[config.mk]
export PLATFORM = sky130hd
export DESIGN_NAME = shift_deser
export DESIGN_NICKNAME = d
export VERILOG_FILES = /design/src/rtl/shift_deser.sv
export SDC_FILE = /design/constraint.sdc
export NUM_CORES = 1
export LEC_CHECK = 0
export BUFFER_PORTS_ARGS = -buffer_cell sky130_fd_sc_hd__clkbuf_2
export CORE_UTILIZATION = 49
export DETAILED_ROUTE_END_ITERATION = 6
export GPL_TIMING_DRIVEN = 1
export PLACE_DENSITY = 0.8
export SLEW_MARGIN = 5
export SYNTH_ARGS = -nofsm -noshare
export SYNTH_HDL_FRONTEND = slang
export SYNTH_SLANG_ARGS = --single-unit
[constraint.sdc]
create_clock -name clk -period 1.61 [get_ports clk]
set_input_delay 0.322 -clock clk [delete_from_list [all_inputs] [get_ports clk]]
set_output_delay 0.322 -clock clk [all_outputs]
set_load 0.1 [all_outputs]
[src/rtl/shift_deser.sv]
`default_nettype none
// ============================================================================
// Module   : shift_deser
// Brief    : Serial-to-parallel receiver with valid/ready holding register.
// Revision : 1.0 - initial release
// ============================================================================
module shift_deser #(
  parameter int WIDTH = 4
) (
  input  logic                         clk,
  input  logic                         rst,
  input  logic                         clear,
  input  logic                         ser_in,
  input  logic                         ser_valid,
  input  logic                         dir,
  output logic [WIDTH-1:0]             p_out,
  output logic                         p_valid,
  input  logic                         p_ready,
  output logic                         overflow,
  output logic [$clog2(WIDTH+1)-1:0]   bit_cnt
);

  localparam int CW = $clog2(WIDTH+1);

  localparam logic [0:0] c_st_idle  = 1'b0;
  localparam logic [0:0] c_st_shift = 1'b1;

  logic [0:0]       r_state;
  logic [WIDTH-1:0] r_sreg;
  logic [CW-1:0]    r_cnt;
  logic             r_dir;
  logic [WIDTH-1:0] r_p_out;
  logic             r_p_valid;
  logic             r_overflow;

  logic             w_dir_eff;
  logic [WIDTH-1:0] w_next_sreg;
  logic             w_last;
  logic             w_consume;

  // Direction is taken live on the first bit, then held for the rest of the word.
  assign w_dir_eff   = (r_state == c_st_idle) ? dir : r_dir;
  assign w_next_sreg = w_dir_eff ? {ser_in, r_sreg[WIDTH-1:1]}
                                 : {r_sreg[WIDTH-2:0], ser_in};
  assign w_last      = ser_valid && (r_cnt == CW'(WIDTH-1));
  assign w_consume   = r_p_valid && p_ready;

  always_ff @(negedge clk or posedge rst) begin
    if (rst) begin
      r_state    <= c_st_idle;
      r_sreg     <= '0;
      r_cnt      <= '0;
      r_dir      <= 1'b0;
      r_p_out    <= '0;
      r_p_valid  <= 1'b0;
      r_overflow <= 1'b0;
    end else if (clear) begin
      r_state    <= c_st_idle;
      r_sreg     <= '0;
      r_cnt      <= '0;
      r_p_valid  <= 1'b0;
      r_overflow <= 1'b0;
    end else begin
      if (ser_valid) begin
        if (r_state == c_st_idle) begin
          r_dir <= dir;
        end
        if (w_last) begin
          r_state <= c_st_idle;
          r_sreg  <= '0;
          r_cnt   <= '0;
        end else begin
          r_state <= c_st_shift;
          r_sreg  <= w_next_sreg;
          r_cnt   <= r_cnt + CW'(1);
        end
      end

      // A completed word can only land if the holding register is free this edge.
      if (w_last) begin
        if (!r_p_valid || p_ready) begin
          r_p_out   <= w_next_sreg;
          r_p_valid <= 1'b1;
        end else begin
          r_overflow <= 1'b1;
        end
      end else if (w_consume) begin
        r_p_valid <= 1'b0;
      end
    end
  end

  assign p_out    = r_p_out;
  assign p_valid  = r_p_valid;
  assign overflow = r_overflow;
  assign bit_cnt  = r_cnt;

endmodule
`default_nettype wire

==> reports/results.ini, run 1 <==
[outcome]
status = did not finish
lastStage = global routing
toolErrorMsg = [ERROR DPL-0038] Utilization greater than 100%, impossible to legalize

[place]
hpwl_mm = 1.20
dp_slack_ps = -475
routabilityCongestion = 0.794
placedInstanceArea_um2 = 993
port_buffers = 15

[synth]
yosys.cell_types.count = 16
syn-cell-area_um2 = 658
yosys_warnings = 0
synthesis.nets = 67
ys_ff_latch = 15
ys_seq_area_frac = 0.570
syn_avg_cell_area_um2 = 11.2
async_reset_ff_frac = 1.00
synth_edf_count = 0
syn_inst = 59
ys.flop_type = dfrtn_1

[floorplanning]
start_util = 0.562
io_pins = 16
rows = 12
fp.dieW_um = 38.7
fp.dieH_um = 38.7

[sta]
worst_endpoint = bit_cnt[0]
endpoint_type = primary output

[clocking]
root_buffer = clkbuf_4
clock-sinks = 15
htree_num_levels = 1
hold_buffers = 0
clockBufferDepth = 2
cts-buffers-inserted = 3

[global_route]
grt_max_degree = 16

## cell usage after synthesis (all sizes together), types with 3 or more instances
cell type,count,share of area
nor2,3,0.017
nand2,10,0.057
mux2i,9,0.14
inv,7,0.040
dfrtn,15,0.57
o21ai,7,0.053
## cells by family after synthesis
| kind of cell | share of synthesized area |
|---|---|
| AND/OR/NAND/NOR | 0.129 |
| flip-flops | 0.570 |
| AO/OA/AOI/OAI | 0.0989 |
| multiplexers | 0.143 |
| buffers and inverters | 0.0399 |
| adder cells (fa/ha/maj) | 0.0190 |
## per-stage QoR
step,hold WS [ps],util,cells
detailed placement,459,0.848,100
global placement,440,0.848,100
floorplan,415,-,59
CTS,476,0.909,107
## timing repair
action / in CTS
setup buffers: 3
setup endpoints to repair: 22
resized for setup: 7
pin swaps: 2
==> run 2, diff against run 1 <==
--- a/config.mk
+++ b/config.mk
@@ -6,10 +6,11 @@
 export NUM_CORES = 1
 export LEC_CHECK = 0
 export BUFFER_PORTS_ARGS = -buffer_cell sky130_fd_sc_hd__clkbuf_2
-export CORE_UTILIZATION = 49
+export CORE_AREA = 2 2 63 65
 export DETAILED_ROUTE_END_ITERATION = 6
+export DIE_AREA = 0 0 65 67
 export GPL_TIMING_DRIVEN = 1
-export PLACE_DENSITY = 0.8
+export PLACE_DENSITY_LB_ADDON = 0.15
 export SLEW_MARGIN = 5
 export SYNTH_ARGS = -nofsm -noshare
 export SYNTH_HDL_FRONTEND = slang
==> run 2 against run 1 <==
- the flow now finishes, with violations (setup timing)
- synthesized area unchanged
- synthesized cell count stayed put
==> reports/results.ini, run 2 <==
[setup_path]
slowest_stage = dfrtn_1
max_stage_delay_ps = 470
path_class = flop to output pin
cp-end-kind = output pin
cp_cell_sequence = buf_12
critPathLaunchType = flop
cp_max_fo = 2
cp.required_ps = 1290
crit_arrival_ps = 1740
cp_top_family = flip-flops
cp_num_buf_inv = 1

[pwr]
p_per_area_mw_per_mm2 = 1100
vdd_drop_max_uv = 347
p_leak_nw = 0.529
power_mw = 1.28

[cells_and_area]
nNetsFinal = 100
final_util = 0.323
multi_input_area_um2 = 299
instances_no_fill = 139
regArea_um2 = 375
design_area_mm2 = 0.00116
drive_gt1_frac = 0.462
antenna_cells = 0
synthToLayoutAreaGrowth_pct = 76.8
layout_commonest_cell = dfrtn_1
fillers = 371
mostFrequentLayoutCells = dfrtn_1, buf_4, nand2_1, buf_12, inv_1

[synth]
ys_seq_area_frac = 0.570
syn-cell-area_um2 = 658
synth_compound_area_frac = 0.0989
yosys_warnings = 0
syn_avg_cell_area_um2 = 11.2
async_reset_ff_frac = 1.00
syn_inst = 59
yosysTopAreaCell = dfrtn_1
synth_top_family_by_area = multiplexers
netlist_top_cells_count = dfrtn_1, nand2_1, mux2i_1
synth_xor_area_frac = 0
yosys.area_share.simple = 0.129
synth_top_area_share = 0.570
synthesis.nets = 67
synth_adder_area_share = 0.0190
synth_edf_count = 0
ys.flop_type = dfrtn_1
synth.area.mux_share = 0.143
yosys.cell_types.count = 16
synth_most_common_cell = dfrtn_1
synth_area_leaders = dfrtn_1, mux2i_1, nand2_1
ys_ff_latch = 15

[sta]
skew_ps = 2.13
hold_violations = 0
maxSlewViolCount = 0
setup_viol = 18
slew_headroom = 0.784
setup_ws_ps = -450
rsz0062_at_grt = yes
worstMarginPinSlew_ps = 318

[global_route]
grt_overflow = 0
grt_max_degree = 16
antenna_found_initial = 0
grt_pass1_wl_mm = 2.50
grt_usage = 0.0804
grt_pass1_vias = 528

[clocking]
clockBufferDepth = 2
clock_latency_ps = 270
root_buffer = clkbuf_8
cts-buffers-inserted = 3
htree_num_levels = 1
path_clk_slew_ps = 50
cts_tree = done
clock-sinks = 15

[floorplanning]
io_pins = 16
start_util = 0.183
rows = 22
fp.dieW_um = 65
fp.dieH_um = 67
coreArea_mm2 = 0.00361
die_area_mm2 = 0.00436

[drt]
wl_per_cell_um = 10.8
drt-initial-drc-count = 10
antenna_left = 0
firstDrtPassIters = 4
drc_errors = 0
wirelength_mm = 1.50
viasPerCell = 3.71
via_count = 515

[min_path]
min_path_type = flop to flop

[place]
dp_slack_ps = -466
dp_cells = 135
routabilityCongestion = 0.707
hpwl_mm = 1.10
port_buffers = 15
placedInstanceArea_mm2 = 0.00104

[outcome]
status = finished with violations
violations = setup timing

[flow_run]
cap_violations = 0

run 2: cell counts after synthesis:
Identical to the previous run, type by type.
run 2: logic make-up after synthesis:
| group | Yosys count |
|---|---|
| fa+ha+maj | 1 |
| mux | 9 |
| compound gates | 11 |
| buf+inv | 7 |
| simple gates | 16 |
| flops | 15 |
run 2: layout make-up:
cell class / instances / share of cell area
Inverter: 7 / 0.0226
Tap cell: 48 / 0.0516
Timing Repair Buffer: 28 / 0.306
Sequential cell: 15 / 0.323
Multi-Input combinational cell: 37 / 0.257
Clock inverter: 1 / 0.00430
Clock buffer: 3 / 0.0355
run 2: through the flow:
stage	TNS, ps	hold slack (ps)
floorplan	-8000	415
global placement	-6720	449
detailed placement	-6800	441
CTS	-5200	441
global route	-5870	490
finish	-5160	434
run 2: power breakdown:
part / switching (mW) / total [mW] / internal (mW)
Clock: 0.140 / 0.311 / 0.172
Combinational: 0.306 / 0.498 / 0.192
Sequential: 0.0446 / 0.467 / 0.423
run 2: what timing repair did:
item / CTS / global route
hold buffers: 0 / 0
pin swaps: 2 / 1
gates resized for setup: 11 / 6
buffers inserted: 1 / 0
setup endpoints to repair: 23 / 21
run 2: path summary, 6_finish.rpt:
check,depth (start not counted),from,slack [ps],to
min,2,r_sreg[3]$_DFFE_NP0P_,430,r_sreg[3]$_DFFE_NP0P_
max reg2reg,6,bit_cnt[0]$_DFFE_NP0P_,120,p_out[3]$_DFFE_NP0P_
max,1,p_out[2]$_DFFE_NP0P_,-450,p_out[2]
max in group asynchronous,3,rst,680,bit_cnt[1]$_DFFE_NP0P_
min reg2reg,2,r_sreg[3]$_DFFE_NP0P_,430,r_sreg[3]$_DFFE_NP0P_
min in group asynchronous,3,rst,720,bit_cnt[0]$_DFFE_NP0P_
run 2: routing by layer:
layer,vias to the layer above,GRT usage,wire (um)
met2,10,0.121,660
met4,0,0.0718,58
met5,-,0,0
met1,236,0.0949,726
li1,264,-,-
met3,5,0.0186,57
Power figures use the tool's default switching activity.
==> run 3, diff against run 2 <==
--- a/config.mk
+++ b/config.mk
@@ -6,9 +6,9 @@
 export NUM_CORES = 1
 export LEC_CHECK = 0
 export BUFFER_PORTS_ARGS = -buffer_cell sky130_fd_sc_hd__clkbuf_2
-export CORE_AREA = 2 2 63 65
+export CORE_AREA = 10 10 71 73
 export DETAILED_ROUTE_END_ITERATION = 6
-export DIE_AREA = 0 0 65 67
+export DIE_AREA = 0 0 81 83
 export GPL_TIMING_DRIVEN = 1
 export PLACE_DENSITY_LB_ADDON = 0.15
 export SLEW_MARGIN = 5
==> run 3 against run 2 <==
- the flow still finishes with violations (setup timing)
- combinational power barely moved
- total power is 0.11% lower
- sequential share of layout area is 0.17 points higher
- first-iteration DRC count is 40% higher
- sequential power hardly changed
- via count unchanged
- non-clock buffer count did not move
- worst hold slack improved by 0.72 ps
- clock power hardly changed
- global-route usage down 2.6 points
- register-to-register slack better by 20 ps
- final area is 0.54% lower
- largest cell class unchanged
- largest power group unchanged
==> reports/results.ini, run 3 (synthesized netlist as in run 2, its figures left out) <==
[outcome]
status = finished with violations
violations = setup timing

[global_route]
grt_usage = 0.0543
antenna_found_initial = 0
grt_max_degree = 16
grt_pass1_wl_mm = 2.76
grt_pass1_vias = 535
grt_overflow = 0

[sta]
slew_headroom = 0.787
skew_ps = 2.67
setup_tns_ps = -5070
hold_violations = 0
setup_ws_ps = -440
rsz0062_at_grt = yes
setup_viol = 19
maxSlewViolCount = 0
worstMarginPinSlew_ps = 312
hold_slack_ps = 434

[cells_and_area]
instances_no_fill = 139
antenna_cells = 0
synthToLayoutAreaGrowth_pct = 75.9
nNetsFinal = 100
drive_gt1_frac = 0.473
mostFrequentLayoutCells = dfrtn_1, buf_4, nand2_1, buf_12, inv_1
final_util = 0.319
design_area_mm2 = 0.00116
layout_commonest_cell = dfrtn_1

[setup_path]
crit_cells = 1
crit_arrival_ps = 1730
cp_top_family = flip-flops
cp-end-kind = output pin
cp_cell_sequence = buf_12
cp_max_fo = 2
r2r_start = bit_cnt[0]$_DFFE_NP0P_
path_class = flop to output pin
r2r_end = p_out[1]$_DFFE_NP0P_
r2r_slack_ps = 140
critPathLaunchType = flop
max_stage_delay_ps = 460
slowest_stage = dfrtn_1
crit_path_end = p_out[2]
reg2regPathDepth = 6
cp.required_ps = 1290
crit_start = p_out[2]$_DFFE_NP0P_
cp_num_buf_inv = 1

[place]
hpwl_mm = 1.23
routabilityCongestion = 0.714
placedInstanceArea_mm2 = 0.00104
dp_slack_ps = -446
dp_cells = 135
port_buffers = 15

[floorplanning]
rows = 22
start_util = 0.181
fp.dieH_um = 83
coreArea_mm2 = 0.00363
io_pins = 16
die_area_mm2 = 0.00672
fp.dieW_um = 81

[drt]
via_count = 515
viasPerCell = 3.71
drt-initial-drc-count = 14
wl_per_cell_um = 12.0
firstDrtPassIters = 2
antenna_left = 0
wirelength_mm = 1.67
drc_errors = 0

[pwr]
power_frac_clock = 0.245
p_int_mw = 0.782
seq_power_share = 0.365
p_leak_nw = 0.526
p_sw_mw = 0.493
vdd_drop_max_uv = 504
comb_power_share = 0.390
p_sw_frac = 0.387
p_per_area_mw_per_mm2 = 1100
power_mw = 1.28

[clocking]
cts-buffers-inserted = 3
hold_buffers = 0
clock_latency_ps = 270
htree_num_levels = 1
clockBufferDepth = 2
path_clk_slew_ps = 50
clock-sinks = 15
cts_tree = done
root_buffer = clkbuf_8

[flow_run]
cap_violations = 0

[min_path]
min_path_type = flop to flop

-- run 3: layout make-up --
type / count / area (um^2)
well taps: 48 / 60.1
repair buffers: 28 / 342
multi-input cells: 37 / 308
clock inverters: 1 / 5.00
inverters: 7 / 26.3
flip-flops and latches: 15 / 375
fillers: 397 / 2480
clock buffers: 3 / 41.3
-- run 3: timing repair --
| item | CTS | global route |
|---|---|---|
| pin swaps | 2 | 1 |
| endpoints found under the setup margin | 23 | 21 |
| setup buffers | 1 | 1 |
| hold endpoints to repair | 0 | 0 |
| resized for setup | 7 | 11 |
-- run 3: power groups by stage --
| stage | combinational [mW] | clock, mW | sequential, mW |
|---|---|---|---|
| after detailed placement | 0.483 | 0 | 0.472 |
| after floorplan | 0.0696 | 0 | 0.680 |
| after global routing | 0.525 | 0.342 | 0.472 |
| after CTS | 0.490 | 0.326 | 0.466 |
| final | 0.497 | 0.312 | 0.466 |
| after global placement | 0.482 | 0 | 0.474 |
-- run 3: how the worst min path moves through the flow --
| stage | from | endpoint | slack [ps] | cells past startpoint |
|---|---|---|---|---|
| after floorplan | r_sreg[3]$_DFFE_NP0P_ | r_sreg[3]$_DFFE_NP0P_ | 420 | 2 |
| after global placement | r_sreg[3]$_DFFE_NP0P_ | r_sreg[3]$_DFFE_NP0P_ | 440 | 2 |
| after detailed placement | r_sreg[3]$_DFFE_NP0P_ | r_sreg[3]$_DFFE_NP0P_ | 440 | 2 |
| after CTS | r_sreg[3]$_DFFE_NP0P_ | r_sreg[3]$_DFFE_NP0P_ | 440 | 2 |
| after global routing | r_sreg[3]$_DFFE_NP0P_ | r_sreg[3]$_DFFE_NP0P_ | 460 | 2 |
| final | r_sreg[3]$_DFFE_NP0P_ | r_sreg[3]$_DFFE_NP0P_ | 430 | 2 |
-- run 3: per-layer routing --
layer  track usage  part of all wire  up-vias
li1              -                 -      263
met1        0.0642              0.43      242
met2        0.0742              0.48        8
met3        0.0356             0.075        2
met4        0.0235             0.011        0
met5             0                 0        -
==> run 4, diff against run 3 <==
--- a/config.mk
+++ b/config.mk
@@ -5,10 +5,10 @@
 export SDC_FILE = /design/constraint.sdc
 export NUM_CORES = 1
 export LEC_CHECK = 0
-export BUFFER_PORTS_ARGS = -buffer_cell sky130_fd_sc_hd__clkbuf_2
 export CORE_AREA = 10 10 71 73
 export DETAILED_ROUTE_END_ITERATION = 6
 export DIE_AREA = 0 0 81 83
+export DONT_BUFFER_PORTS = 1
 export GPL_TIMING_DRIVEN = 1
 export PLACE_DENSITY_LB_ADDON = 0.15
 export SLEW_MARGIN = 5
==> run 4 against run 3 <==
- the flow still finishes with violations (setup timing)
- via count decreased by 7.8%
- combinational power decreased by 4.2%
- sequential power decreased by 2%
- setup slack improved by 20 ps
- total power decreased by 3.0%
- non-clock buffer count decreased by 10
- largest cell class unchanged
- highest routed layer unchanged
==> reports/results.ini, run 4 (synthesized netlist as in run 2, its figures left out) <==
[clocking]
cts_tree = done
htree_num_levels = 1
clock_latency_ps = 260
clockBufferDepth = 2
hold_buffers = 0
root_buffer = clkbuf_8
path_clk_slew_ps = 40
cts-buffers-inserted = 3
clock-sinks = 15

[setup_path]
cp_top_family = flip-flops
max_stage_delay_ps = 450
cp_cell_sequence = buf_12
path_class = flop to output pin
cp.required_ps = 1290
crit_arrival_ps = 1710
cp_num_buf_inv = 1
slowest_stage = dfrtn_1
critPathLaunchType = flop
cp-end-kind = output pin
cp_max_fo = 2

[global_route]
grt_pass1_wl_mm = 2.77
grt_overflow = 0
grt_max_degree = 16
antenna_found_initial = 0
grt_usage = 0.0528
grt_pass1_vias = 525

[floorplanning]
io_pins = 16
fp.dieW_um = 81
die_area_mm2 = 0.00672
fp.dieH_um = 83
rows = 22
start_util = 0.181
coreArea_mm2 = 0.00363

[sta]
worstMarginPinSlew_ps = 510
setup_tns_ps = -4320
setup_viol = 17
setup_ws_ps = -420
hold_slack_ps = 478
slew_headroom = 0.659
hold_violations = 0
maxSlewViolCount = 0
skew_ps = 1.63
rsz0062_at_grt = yes

[drt]
viasPerCell = 3.68
via_count = 475
drt-initial-drc-count = 27
wirelength_mm = 1.66
antenna_left = 0
wl_per_cell_um = 12.9
drc_errors = 0
firstDrtPassIters = 4

[pwr]
power_frac_clock = 0.245
vdd_drop_max_uv = 463
p_int_mw = 0.764
p_sw_mw = 0.473
p_leak_nw = 0.460
comb_power_share = 0.385
seq_power_share = 0.370
p_sw_frac = 0.382
p_per_area_mw_per_mm2 = 1190
power_mw = 1.24

[place]
placedInstanceArea_um2 = 976
port_buffers = 0
dp_slack_ps = -352
hpwl_mm = 1.30
dp_cells = 124
routabilityCongestion = 0.716

[cells_and_area]
antenna_cells = 0
nNetsFinal = 90
instances_no_fill = 129
final_util = 0.287
fillers = 383
design_area_mm2 = 0.00104
drive_gt1_frac = 0.358
mostFrequentLayoutCells = dfrtn_1, nand2_1, buf_4, buf_12, inv_1
synthToLayoutAreaGrowth_pct = 58.6
layout_commonest_cell = dfrtn_1

[min_path]
min_path_type = flop to flop

[outcome]
status = finished with violations
violations = setup timing

[flow_run]
cap_violations = 0

-- run 4: cell types whose count changed in the layout (fill, tap and decap cells not counted), moves of 2 or more --
cell      previous run  this run
clkbuf_2             2         0
clkbuf_8             5         3
o21ai_2              2         0
buf_6                3         0
o21ai_0              0         2
buf_4               12         9
-- run 4: power groups by stage --
stage	Clock (mW)	Combinational [mW]	Sequential, mW
global placement	0	0.473	0.464
floorplan	0	0.0696	0.680
CTS	0.316	0.477	0.457
finish	0.303	0.476	0.457
detailed placement	0	0.477	0.463
global route	0.341	0.504	0.459
-- run 4: final cells by class --
class / instances / area, um^2 / share of cell area
inverters: 7 / 26.3 / 0.0252
flip-flops and latches: 15 / 375 / 0.360
multi-input cells: 37 / 289 / 0.277
well taps: 48 / 60.1 / 0.0576
clock buffers: 4 / 45.0 / 0.0432
repair buffers: 18 / 248 / 0.237
-- run 4: path summary, 6_finish.rpt --
path / from / to / slack [ps] / depth (start not counted)
max: overflow$_DFFE_NP0P_ / overflow / -420 / 1
min: r_sreg[0]$_DFFE_NP0P_ / r_sreg[0]$_DFFE_NP0P_ / 480 / 2
max reg2reg: bit_cnt[0]$_DFFE_NP0P_ / p_out[2]$_DFFE_NP0P_ / 60 / 6
min reg2reg: r_sreg[0]$_DFFE_NP0P_ / r_sreg[0]$_DFFE_NP0P_ / 480 / 2
max in group asynchronous: rst / p_out[1]$_DFFE_NP0P_ / 750 / 2
min in group asynchronous: rst / overflow$_DFFE_NP0P_ / 640 / 2
-- run 4: per-layer routing --
layer / vias to the layer above / wire length [um] / GRT usage
met2: 8 / 775 / 0.0785
met5: - / 0 / 0
met4: 0 / 8 / 0.00469
met1: 223 / 703 / 0.0587
met3: 2 / 174 / 0.0442
li1: 242 / - / -
-- run 4: what timing repair did --
item | 4_1_cts | 5_1_grt
resized for setup | 0 | 4
pin swaps | 0 | 1
endpoints found under the setup margin | 17 | 18
buffers inserted | 1 | 0
